$ cat config.mk
export PLATFORM = sky130hd
export DESIGN_NAME = otter_pipe_track
export DESIGN_NICKNAME = d
export VERILOG_FILES = /design/src/rtl/otter_pipe_track.sv
export SDC_FILE = /design/constraint.sdc
export NUM_CORES = 1
export LEC_CHECK = 0
export ABC_AREA = 0
export CAP_MARGIN = 20
export CORE_ASPECT_RATIO = 2
export CORE_MARGIN = 5
export CORE_UTILIZATION = 63
export CTS_CLUSTER_DIAMETER = 150
export CTS_CLUSTER_SIZE = 14
export DETAILED_ROUTE_END_ITERATION = 6
export DONT_BUFFER_PORTS = 1
export PLACE_DENSITY = 0.79
export SYNTH_ARGS = -nofsm -noshare
export SYNTH_HDL_FRONTEND = slang
export SYNTH_SLANG_ARGS = --single-unit
$ cat constraint.sdc
create_clock -name CLK -period 2.4 [get_ports CLK]
set_clock_uncertainty 0.1 [all_clocks]
set_input_delay 0.48 -clock CLK [delete_from_list [all_inputs] [get_ports CLK]]
set_output_delay 0.48 -clock CLK [all_outputs]
set_load 0.005 [all_outputs]
$ cat src/rtl/otter_pipe_track.sv
// otter_pipe_track: pipeline register chain plus scoreboard between decode
// and writeback. Stage 0 = EX, stage STAGES-1 = WB.
//
// Ports:
//   CLK, RESET            clock, synchronous active-low reset
//   in_*                  instruction presented by decode
//   in_ready              instruction accepted this cycle (combinational)
//   freeze, flush         hold all stages / kill the youngest FLUSH_STAGES
//   st_valid, st_data     per-stage valid and payload (stage i at i*DATA_W)
//   wb_valid/rd/rd_used   last-stage view for the register file write
//   fwd_sel1, fwd_sel2    forward source (0 = regfile, k = stage k-1)
//   stall_cnt, bubble_cnt, flush_cnt
//                         saturating perf counters, present only when
//                         OTTER_PIPE_PERF_EN is defined
module otter_pipe_track #(
    parameter int STAGES       = 4,
    parameter int DATA_W       = 64,
    parameter int REG_AW       = 5,
    parameter int FLUSH_STAGES = 1
) (
    input  logic                         CLK,
    input  logic                         RESET,
    input  logic                         in_valid,
    input  logic [DATA_W-1:0]            in_data,
    input  logic [REG_AW-1:0]            in_rd,
    input  logic                         in_rd_used,
    input  logic                         in_is_load,
    input  logic [REG_AW-1:0]            in_rs1,
    input  logic [REG_AW-1:0]            in_rs2,
    input  logic                         in_rs1_used,
    input  logic                         in_rs2_used,
    output logic                         in_ready,
    input  logic                         freeze,
    input  logic                         flush,
    output logic [STAGES-1:0]            st_valid,
    output logic [STAGES*DATA_W-1:0]     st_data,
    output logic                         wb_valid,
    output logic [REG_AW-1:0]            wb_rd,
    output logic                         wb_rd_used,
    output logic [$clog2(STAGES+1)-1:0]  fwd_sel1,
    output logic [$clog2(STAGES+1)-1:0]  fwd_sel2
`ifdef OTTER_PIPE_PERF_EN
    ,
    output logic [31:0]                  stall_cnt,
    output logic [31:0]                  bubble_cnt,
    output logic [31:0]                  flush_cnt
`endif
);

    localparam int FW = $clog2(STAGES+1);

    logic              valid_q   [STAGES];
    logic              valid_d   [STAGES];
    logic [DATA_W-1:0] data_q    [STAGES];
    logic [DATA_W-1:0] data_d    [STAGES];
    logic [REG_AW-1:0] rd_q      [STAGES];
    logic [REG_AW-1:0] rd_d      [STAGES];
    logic              rd_used_q [STAGES];
    logic              rd_used_d [STAGES];
    logic              is_load_q [STAGES];
    logic              is_load_d [STAGES];

    logic hazard;
    logic accept;

    // Load in EX whose result a decode source needs: hold decode one cycle.
    always_comb begin
        hazard = 1'b0;
        if (in_valid && valid_q[0] && is_load_q[0] &&
            rd_used_q[0] && (rd_q[0] != '0)) begin
            hazard = (in_rs1_used && (in_rs1 == rd_q[0])) ||
                     (in_rs2_used && (in_rs2 == rd_q[0]));
        end
    end

    assign in_ready = ~freeze & ~hazard & ~flush;
    assign accept   = in_valid & in_ready;

    always_comb begin
        for (int i = 0; i < STAGES; i++) begin
            valid_d[i]   = valid_q[i];
            data_d[i]    = data_q[i];
            rd_d[i]      = rd_q[i];
            rd_used_d[i] = rd_used_q[i];
            is_load_d[i] = is_load_q[i];
        end
        if (!freeze) begin
            for (int i = 1; i < STAGES; i++) begin
                valid_d[i]   = valid_q[i-1];
                data_d[i]    = data_q[i-1];
                rd_d[i]      = rd_q[i-1];
                rd_used_d[i] = rd_used_q[i-1];
                is_load_d[i] = is_load_q[i-1];
            end
            if (accept) begin
                valid_d[0]   = 1'b1;
                data_d[0]    = in_data;
                rd_d[0]      = in_rd;
                rd_used_d[0] = in_rd_used;
                is_load_d[0] = in_is_load;
            end else begin
                // Bubble: payload and rd are left as they were.
                valid_d[0]   = 1'b0;
                rd_used_d[0] = 1'b0;
                is_load_d[0] = 1'b0;
            end
        end
        // Flush overrides freeze for the youngest stages only.
        if (flush) begin
            for (int i = 0; i < STAGES; i++) begin
                if (i < FLUSH_STAGES) begin
                    valid_d[i] = 1'b0;
                end
            end
        end
    end

    always_ff @(posedge CLK) begin
        if (!RESET) begin
            for (int i = 0; i < STAGES; i++) begin
                valid_q[i]   <= 1'b0;
                data_q[i]    <= '0;
                rd_q[i]      <= '0;
                rd_used_q[i] <= 1'b0;
                is_load_q[i] <= 1'b0;
            end
        end else begin
            for (int i = 0; i < STAGES; i++) begin
                valid_q[i]   <= valid_d[i];
                data_q[i]    <= data_d[i];
                rd_q[i]      <= rd_d[i];
                rd_used_q[i] <= rd_used_d[i];
                is_load_q[i] <= is_load_d[i];
            end
        end
    end

    // Scan oldest to youngest so the youngest match wins. A load in EX is
    // skipped: its data does not exist yet and the hazard logic stalls.
    always_comb begin
        fwd_sel1 = '0;
        fwd_sel2 = '0;
        for (int k = STAGES-1; k >= 0; k--) begin
            if (valid_q[k] && rd_used_q[k] &&
                !((k == 0) && is_load_q[0])) begin
                if (rd_q[k] == in_rs1) fwd_sel1 = FW'(k + 1);
                if (rd_q[k] == in_rs2) fwd_sel2 = FW'(k + 1);
            end
        end
        if (in_rs1 == '0) fwd_sel1 = '0;
        if (in_rs2 == '0) fwd_sel2 = '0;
    end

    always_comb begin
        st_data = '0;
        for (int i = 0; i < STAGES; i++) begin
            st_valid[i]                = valid_q[i];
            st_data[i*DATA_W +: DATA_W] = data_q[i];
        end
    end

    assign wb_valid   = valid_q[STAGES-1];
    assign wb_rd      = valid_q[STAGES-1] ? rd_q[STAGES-1] : '0;
    assign wb_rd_used = valid_q[STAGES-1] & rd_used_q[STAGES-1];

`ifdef OTTER_PIPE_PERF_EN
    logic [31:0] stall_q, stall_d;
    logic [31:0] bubble_q, bubble_d;
    logic [31:0] flush_q, flush_d;

    always_comb begin
        stall_d  = stall_q;
        bubble_d = bubble_q;
        flush_d  = flush_q;
        if (freeze && (stall_q != '1)) begin
            stall_d = stall_q + 32'd1;
        end
        if (hazard && !freeze && (bubble_q != '1)) begin
            bubble_d = bubble_q + 32'd1;
        end
        if (flush && (flush_q != '1)) begin
            flush_d = flush_q + 32'd1;
        end
    end

    always_ff @(posedge CLK) begin
        if (!RESET) begin
            stall_q  <= '0;
            bubble_q <= '0;
            flush_q  <= '0;
        end else begin
            stall_q  <= stall_d;
            bubble_q <= bubble_d;
            flush_q  <= flush_d;
        end
    end

    assign stall_cnt  = stall_q;
    assign bubble_cnt = bubble_q;
    assign flush_cnt  = flush_q;
`endif

endmodule

==> results.md, run 1 <==
- Status: complete, but fails checks
- Failing checks: negative setup slack
- GRT overflow: 0
- WHS: 13.2 ps
- Max cap viols: 0
- Drt drc: 0
- Worst hold path class: primary input to flip-flop
- CTS Buf Count: 24
- WL per Instance: ~21 um
- Vias: 7,327
- Die H: 202 um
- Clock transition at the registers of the reported paths: 70 ps
- Setup ws final: -129 ps
- Initial DRC Count: approximately 350
- Final Hold Fails: 0
- Routed WL: 27,100 um
- Syn Std Cell Area: 11,600 um^2
- Arr. time, crit path: 1950 ps
- HPWL after DPL: 18,400 um
- IO Port Bufs: 0
- Post-Syn Instances: 1,102
- Fillers: roughly 1,400
- Register bit total from synthesis: around 290
- Critical path class: flip-flop to output pin
- Root buf cell: clkbuf_16
- WP data required: 1820 ps
- Sequential-to-total area share from yosys stat: 0.496
- Row cnt: 70
- Post-placement setup slack: 181 ps
- R2R cell count: 7
- Cell Pwr Density: 696 nW/um^2
- Vias in the first global route: 7,304
- Placer Congestion: 0.861
- Largest net degree at the start of global routing: 356
- Tmin final: 2530 ps
- First-pass GRT wire length: 41,900 um
- Initial DRT Pass Iterations: 6
- Pwr Total: 0.00875 W
- Final period utilization: 1.05
- Worst hold path depth: 1
- Max-slew violations: 0
- Post-layout net count: 1,167
- Lkg Pwr: 4.95 nW
- # clock sinks: approximately 290
- Core area: 18,200 um^2
- Clock Path Buffers: 3
- DRT antenna net count: 0
- Initial antenna violation count: 0
- Share of layout cells above drive strength 1: 0.0592
- Launching element type of the critical path: flip-flop
- DIE WIDTH: 106 um
- Antenna fix cells: 0
- Setup crit end kind: output pin
- Final setup viols: 3
- Die Area: 21,300 um^2
- IO Count: 362
- Skew-Pair Late Insertion Delay: 500 ps
- Final Core Density: 0.690
- H-tree depth: 1
- Syn avg cell area: 10.5 um^2
- Synth cell types: 34
- Yosys Warn Count: 0
- Starting Density: 0.635
- GRT Overall Usage: 0.242
- CTS tree: done
- Area delta synth->final: 8.57%
- Max IR drop VDD: 605 uV
- Mapped Nets: 1,190
- Rel. slew slack: 0.588
- RSZ-0062 raised after global routing: true
- CP max FO: 2
- Via/cell ratio: 5.65
- Tightest Pin Transition: a little over 600 ps
- Fmax: slightly below 400 MHz
report_power, final:
part           leakage (nW)  total [W]  switching (W)  internal [W]
Combinational          2.31   0.000388       0.000118      0.000270
Clock                 0.316    0.00345        0.00160       0.00185
Sequential             2.32    0.00491      0.0000978       0.00481
Total                  4.95    0.00875        0.00181       0.00693
cell usage in the layout, fill, tap and decap left out, types with 7 or more instances in the layout:
cell             n
mux2i_1        280
dfxtp_1        272
nor2b_1        211
nand2_1        143
dlygate4sd3_1   29
clkbuf_16       25
xnor2_1         19
xor2_1          18
and2_1           8
nor2_1           7
dfxtp_2          7
stage by stage:
stage                     TNS, ps  cell area [um^2]  cells
after detailed placement        0             11500   1239
final                        -187             12600   1297
after global placement          0             11500   1239
after floorplan                 0             11600   1102
after global routing         -641             12600   1297
after CTS                    -159             12500   1296
layout make-up:
| class | instances | area, um^2 | share of cell area |
|---|---|---|---|
| Clock inverter | 1 | 11.3 | 0.000896 |
| Timing Repair Buffer | 37 | 400 | 0.0319 |
| Sequential cell | 285 | 5760 | 0.458 |
| Inverter | 3 | 11.3 | 0.000896 |
| Multi-Input combinational cell | 728 | 5480 | 0.436 |
| Clock buffer | 27 | 633 | 0.0504 |
| Tap cell | 216 | 270 | 0.0215 |
registers in the layout (all words and copies together) (netlist names):
name	cells
valid_q	4
is_load_q	1
data_q	256
rd_q	20
rd_used_q	4
cells by family (layout without fill, tap and decap cells):
kind of cell           count (synthesis)  after routing  synth area share
buffers and inverters                 89             68            0.0406
flip-flops                           285            285             0.496
AO/OA/AOI/OAI                         11             11           0.00822
AND/OR/NAND/NOR                      397            397             0.183
multiplexers                         280            280             0.242
XOR/XNOR                              40             40            0.0303
synth_stat cells:
library cell / count / area, um^2
a21o_1: 2 / 15.0
a21oi_1: 2 / 10.0
a22oi_1: 2 / 15.0
a311oi_2: 1 / 15.0
a31oi_1: 1 / 6.26
a32o_1: 1 / 10.0
a32o_2: 1 / 11.3
and2_1: 9 / 56.3
and3b_1: 2 / 17.5
and4_1: 1 / 8.76
buf_1: 23 / 86.3
buf_12: 7 / 140
buf_4: 4 / 30.0
buf_6: 1 / 11.3
clkbuf_1: 51 / 191
dfxtp_1: 282 / 5650
edfxtp_1: 3 / 90.1
inv_1: 3 / 11.3
mux2i_1: 280 / 2800
nand2_1: 143 / 537
nand2b_1: 1 / 6.26
nand3_1: 4 / 20.0
nand4_1: 4 / 25.0
nor2_1: 8 / 30.0
nor2b_1: 211 / 1320
nor3_1: 4 / 20.0
nor3_2: 1 / 10.0
nor4_1: 4 / 25.0
nor4b_1: 2 / 17.5
o211ai_2: 1 / 12.5
or4_1: 2 / 15.0
or4_4: 1 / 11.3
xnor2_1: 20 / 175
xor2_1: 20 / 175
layer usage:
layer / routed length, um / vias to the layer above / GRT usage
li1: - / 3560 / -
met1: 9360 / 3421 / 0.259
met2: 14400 / 281 / 0.439
met3: 2330 / 65 / 0.0774
met4: 1040 / 0 / 0.0922
met5: 0 / - / 0
path summary, 6_finish.rpt:
path,slack (ps),to,start
setup / recovery,-130,in_ready,rd_q[0][0]
hold reg to reg,390,data_q[0][32],data_q[0][32]
setup reg to reg,180,rd_q[0][4],rd_q[0][0]
hold / removal,10,rd_used_q[0][2],RESET
worst max-delay path, cell delays in order, from the launching register on:
cell      delay (ps)
dfxtp_1          320
or4_4            540
o211ai_2         160
nor3_2            80
a31oi_1          170
and2_4           180
what timing repair did:
item,CTS,global route
gates resized for setup,17,14
hold endpoints to repair,29,0
hold buffers,29,0
endpoints found under the setup margin,6,7
pin swaps,12,7
setup buffers,0,1
(Power assumes the default switching activity.)
==> run 2: changes to the inputs <==
--- a/config.mk
+++ b/config.mk
@@ -9,12 +9,13 @@
 export CAP_MARGIN = 20
 export CORE_ASPECT_RATIO = 2
 export CORE_MARGIN = 5
-export CORE_UTILIZATION = 63
+export CORE_UTILIZATION = 57
 export CTS_CLUSTER_DIAMETER = 150
 export CTS_CLUSTER_SIZE = 14
 export DETAILED_ROUTE_END_ITERATION = 6
 export DONT_BUFFER_PORTS = 1
-export PLACE_DENSITY = 0.79
+export PLACE_DENSITY = 0.75
 export SYNTH_ARGS = -nofsm -noshare
 export SYNTH_HDL_FRONTEND = slang
 export SYNTH_SLANG_ARGS = --single-unit
+export TNS_END_PERCENT = 5
==> constraint.sdc (replaced) <==
create_clock -name CLK -period 2.3 [get_ports CLK]
set_clock_uncertainty 0.1 [all_clocks]
set_input_delay 0.46 -clock CLK [delete_from_list [all_inputs] [get_ports CLK]]
set_output_delay 0.46 -clock CLK [all_outputs]
set_load 0.005 [all_outputs]
==> run 2 against run 1 <==
The flow still finishes with violations (negative setup slack). Non-clock buffer count is 52 higher. Final area is 4.2% higher. Sequential share of layout area is 2.0 points lower. Critical path depth stayed put. Die area is 9.8% higher. Via count is 4.6% higher. Power is 5.9% higher. Hold slack better by 4.5 ps.
==> results.md, run 2 (synthesized netlist as in run 1, its figures left out) <==
- Multi-input logic area: about 5500 um^2
- Tmin final: 2550 ps
- Fillers: 1,589
- Setup TNS: -1080 ps
- Storage cell area: approximately 5700 um^2
- Commonest non-fill, non-tap cell in the layout: mux2i_1
- RR Endpoint: data_q[0][21]
- Sw Pwr: 0.00198 W
- H-tree depth: 1
- Max cap viols: 0
- Via/cell ratio: roughly 5.5
- Largest net degree at the start of global routing: 269
- Initial DRT Pass Iterations: 4
- Seq pwr share: 0.553
- Sw Share: 0.213
- DRT antenna net count: 0
- Final instance area: roughly 13,000 um^2
- Fmax: 393 MHz
- DIE WIDTH: ~110 um
- Die H: 212 um
- Clock power frac: 0.392
- Most flop-heavy register: data_q
- WP data required: 1740 ps
- Die Area: 23,400 um^2
- Final setup viols: 7
- Clock transition at the registers of the reported paths: ~70 ps
- Cell Pwr Density: 707 nW/um^2
- GRT overflow: 0
- Status: complete, but fails checks
- Launching element type of the critical path: flip-flop
- IO Count: 362
- Max IR drop VDD: 664 uV
- IO Port Bufs: 0
- Placed Instances: 1,290
- Regs by FF count: data_q x256, rd_q x20
- Worst hold path class: primary input to flip-flop
- First-pass GRT wire length: 45,600 um
- Hold path start: RESET
- CTS tree: done
- Dpl cell area: 11,600 um^2
- Core area: 19,900 um^2
- Lkg Pwr: between 5 and 6 nW
- Row cnt: 73
- RR Startpoint: rd_q[0][0]
- Area delta synth->final: 13.2%
- Final Hold Fails: 0
- HPWL after DPL: 19,100 um
- Clock Path Buffers: 3
- Arr. time, crit path: 1990 ps
- R2R cell count: 7
- Failing checks: negative setup slack
- Max-slew violations: 0
- Share of layout cells above drive strength 1: 0.0504
- Placer Congestion: 0.832
- WL per Instance: between 20 and 25 um
- Final period utilization: 1.11
- Tightest Pin Transition: 704 ps
- # Post-CTS Setup Buffers: 0
- WHS: 17.8 ps
- Critical path class: flip-flop to output pin
- Drt drc: 0
- Routed WL: slightly below 30,000 um
- RSZ-0062 raised after global routing: true
- Setup slack, reg-to-reg: ~30 ps
- # clock sinks: 285
- Hold Path End: rd_q[0][1]
- Initial DRC Count: 430
- Root buf cell: clkbuf_16
- Post-layout net count: 1,219
- Most frequent cells in the layout: mux2i_1, dfxtp_1, nor2b_1
- Rel. slew slack: 0.530
- Initial antenna violation count: 2
- Skew-Pair Late Insertion Delay: 510 ps
- Largest register FFs: 256
- Setup ws final: -247 ps
- CTS Buf Count: 24
- Vias: 7,664
- Worst hold path depth: 2
- Setup crit end kind: output pin
- CP max FO: 2
- Starting Density: 0.581
- Final Core Density: 0.658
- Final std cells w/o fill: 1,396
- GRT Overall Usage: 0.239
- Vias in the first global route: 8,036
- Int Pwr: 0.00729 W
- Gate power share: 0.055
==> run 2: worst max path at each step <==
stage	to	startpoint	cells after the start	slack, ps
2_1_floorplan	valid_q[0]	in_rs1[0]	8	150
3_3_place_gp	data_q[0][19]	rd_q[0][0]	7	130
3_5_place_dp	data_q[0][21]	rd_q[0][0]	7	90
4_1_cts	in_ready	rd_q[0][0]	5	-220
5_1_grt	in_ready	rd_q[0][0]	5	-290
6_report	in_ready	rd_q[0][0]	5	-250
==> run 2: critical path, stage by stage, from the launching register on <==
cell,delay (ps)
dfxtp_2,330
or4_4,540
o211ai_2,170
nor3_2,80
a31oi_1,180
and2_1,180
==> run 2: metal layers <==
| layer | routed length, um | vias up | part of all wire | track usage |
|---|---|---|---|---|
| li1 | - | 3664 | - | - |
| met1 | 10100 | 3615 | 0.34 | 0.242 |
| met2 | 15700 | 295 | 0.54 | 0.448 |
| met3 | 2120 | 88 | 0.072 | 0.0678 |
| met4 | 1370 | 2 | 0.047 | 0.110 |
| met5 | 7 | - | 0.00024 | 0 |
==> run 2: area by class of cell <==
type                    count  share of cell area
diodes                      2            0.000382
clock buffers              26              0.0480
clock inverters             1            0.000860
inverters                   3            0.000860
multi-input cells         728               0.416
flip-flops and latches    285               0.438
well taps                 262              0.0250
repair buffers             89              0.0705
==> run 2: through the flow <==
stage	setup WS, ps	total power [W]
after detailed placement	91.6	0.00559
final	-247	0.00927
after floorplan	149	0.00569
after global placement	134	0.00558
after CTS	-220	0.00935
after global routing	-288	0.00959
==> run 2: power groups by stage <==
stage | clock network (W) | registers, W | logic, W
floorplan | 0 | 0.00519 | 0.000498
global placement | 0 | 0.00524 | 0.000339
detailed placement | 0 | 0.00524 | 0.000348
CTS | 0.00373 | 0.00513 | 0.000496
global route | 0.00392 | 0.00513 | 0.000538
finish | 0.00363 | 0.00513 | 0.000507
==> run 2: what timing repair did <==
item                                    in CTS  in global routing
gates resized for setup                     14                  2
cloned                                       0                  0
hold endpoints to repair                   144                  1
pin swaps                                    4                  1
endpoints found under the setup margin       7                 18
hold buffers                                76                  1
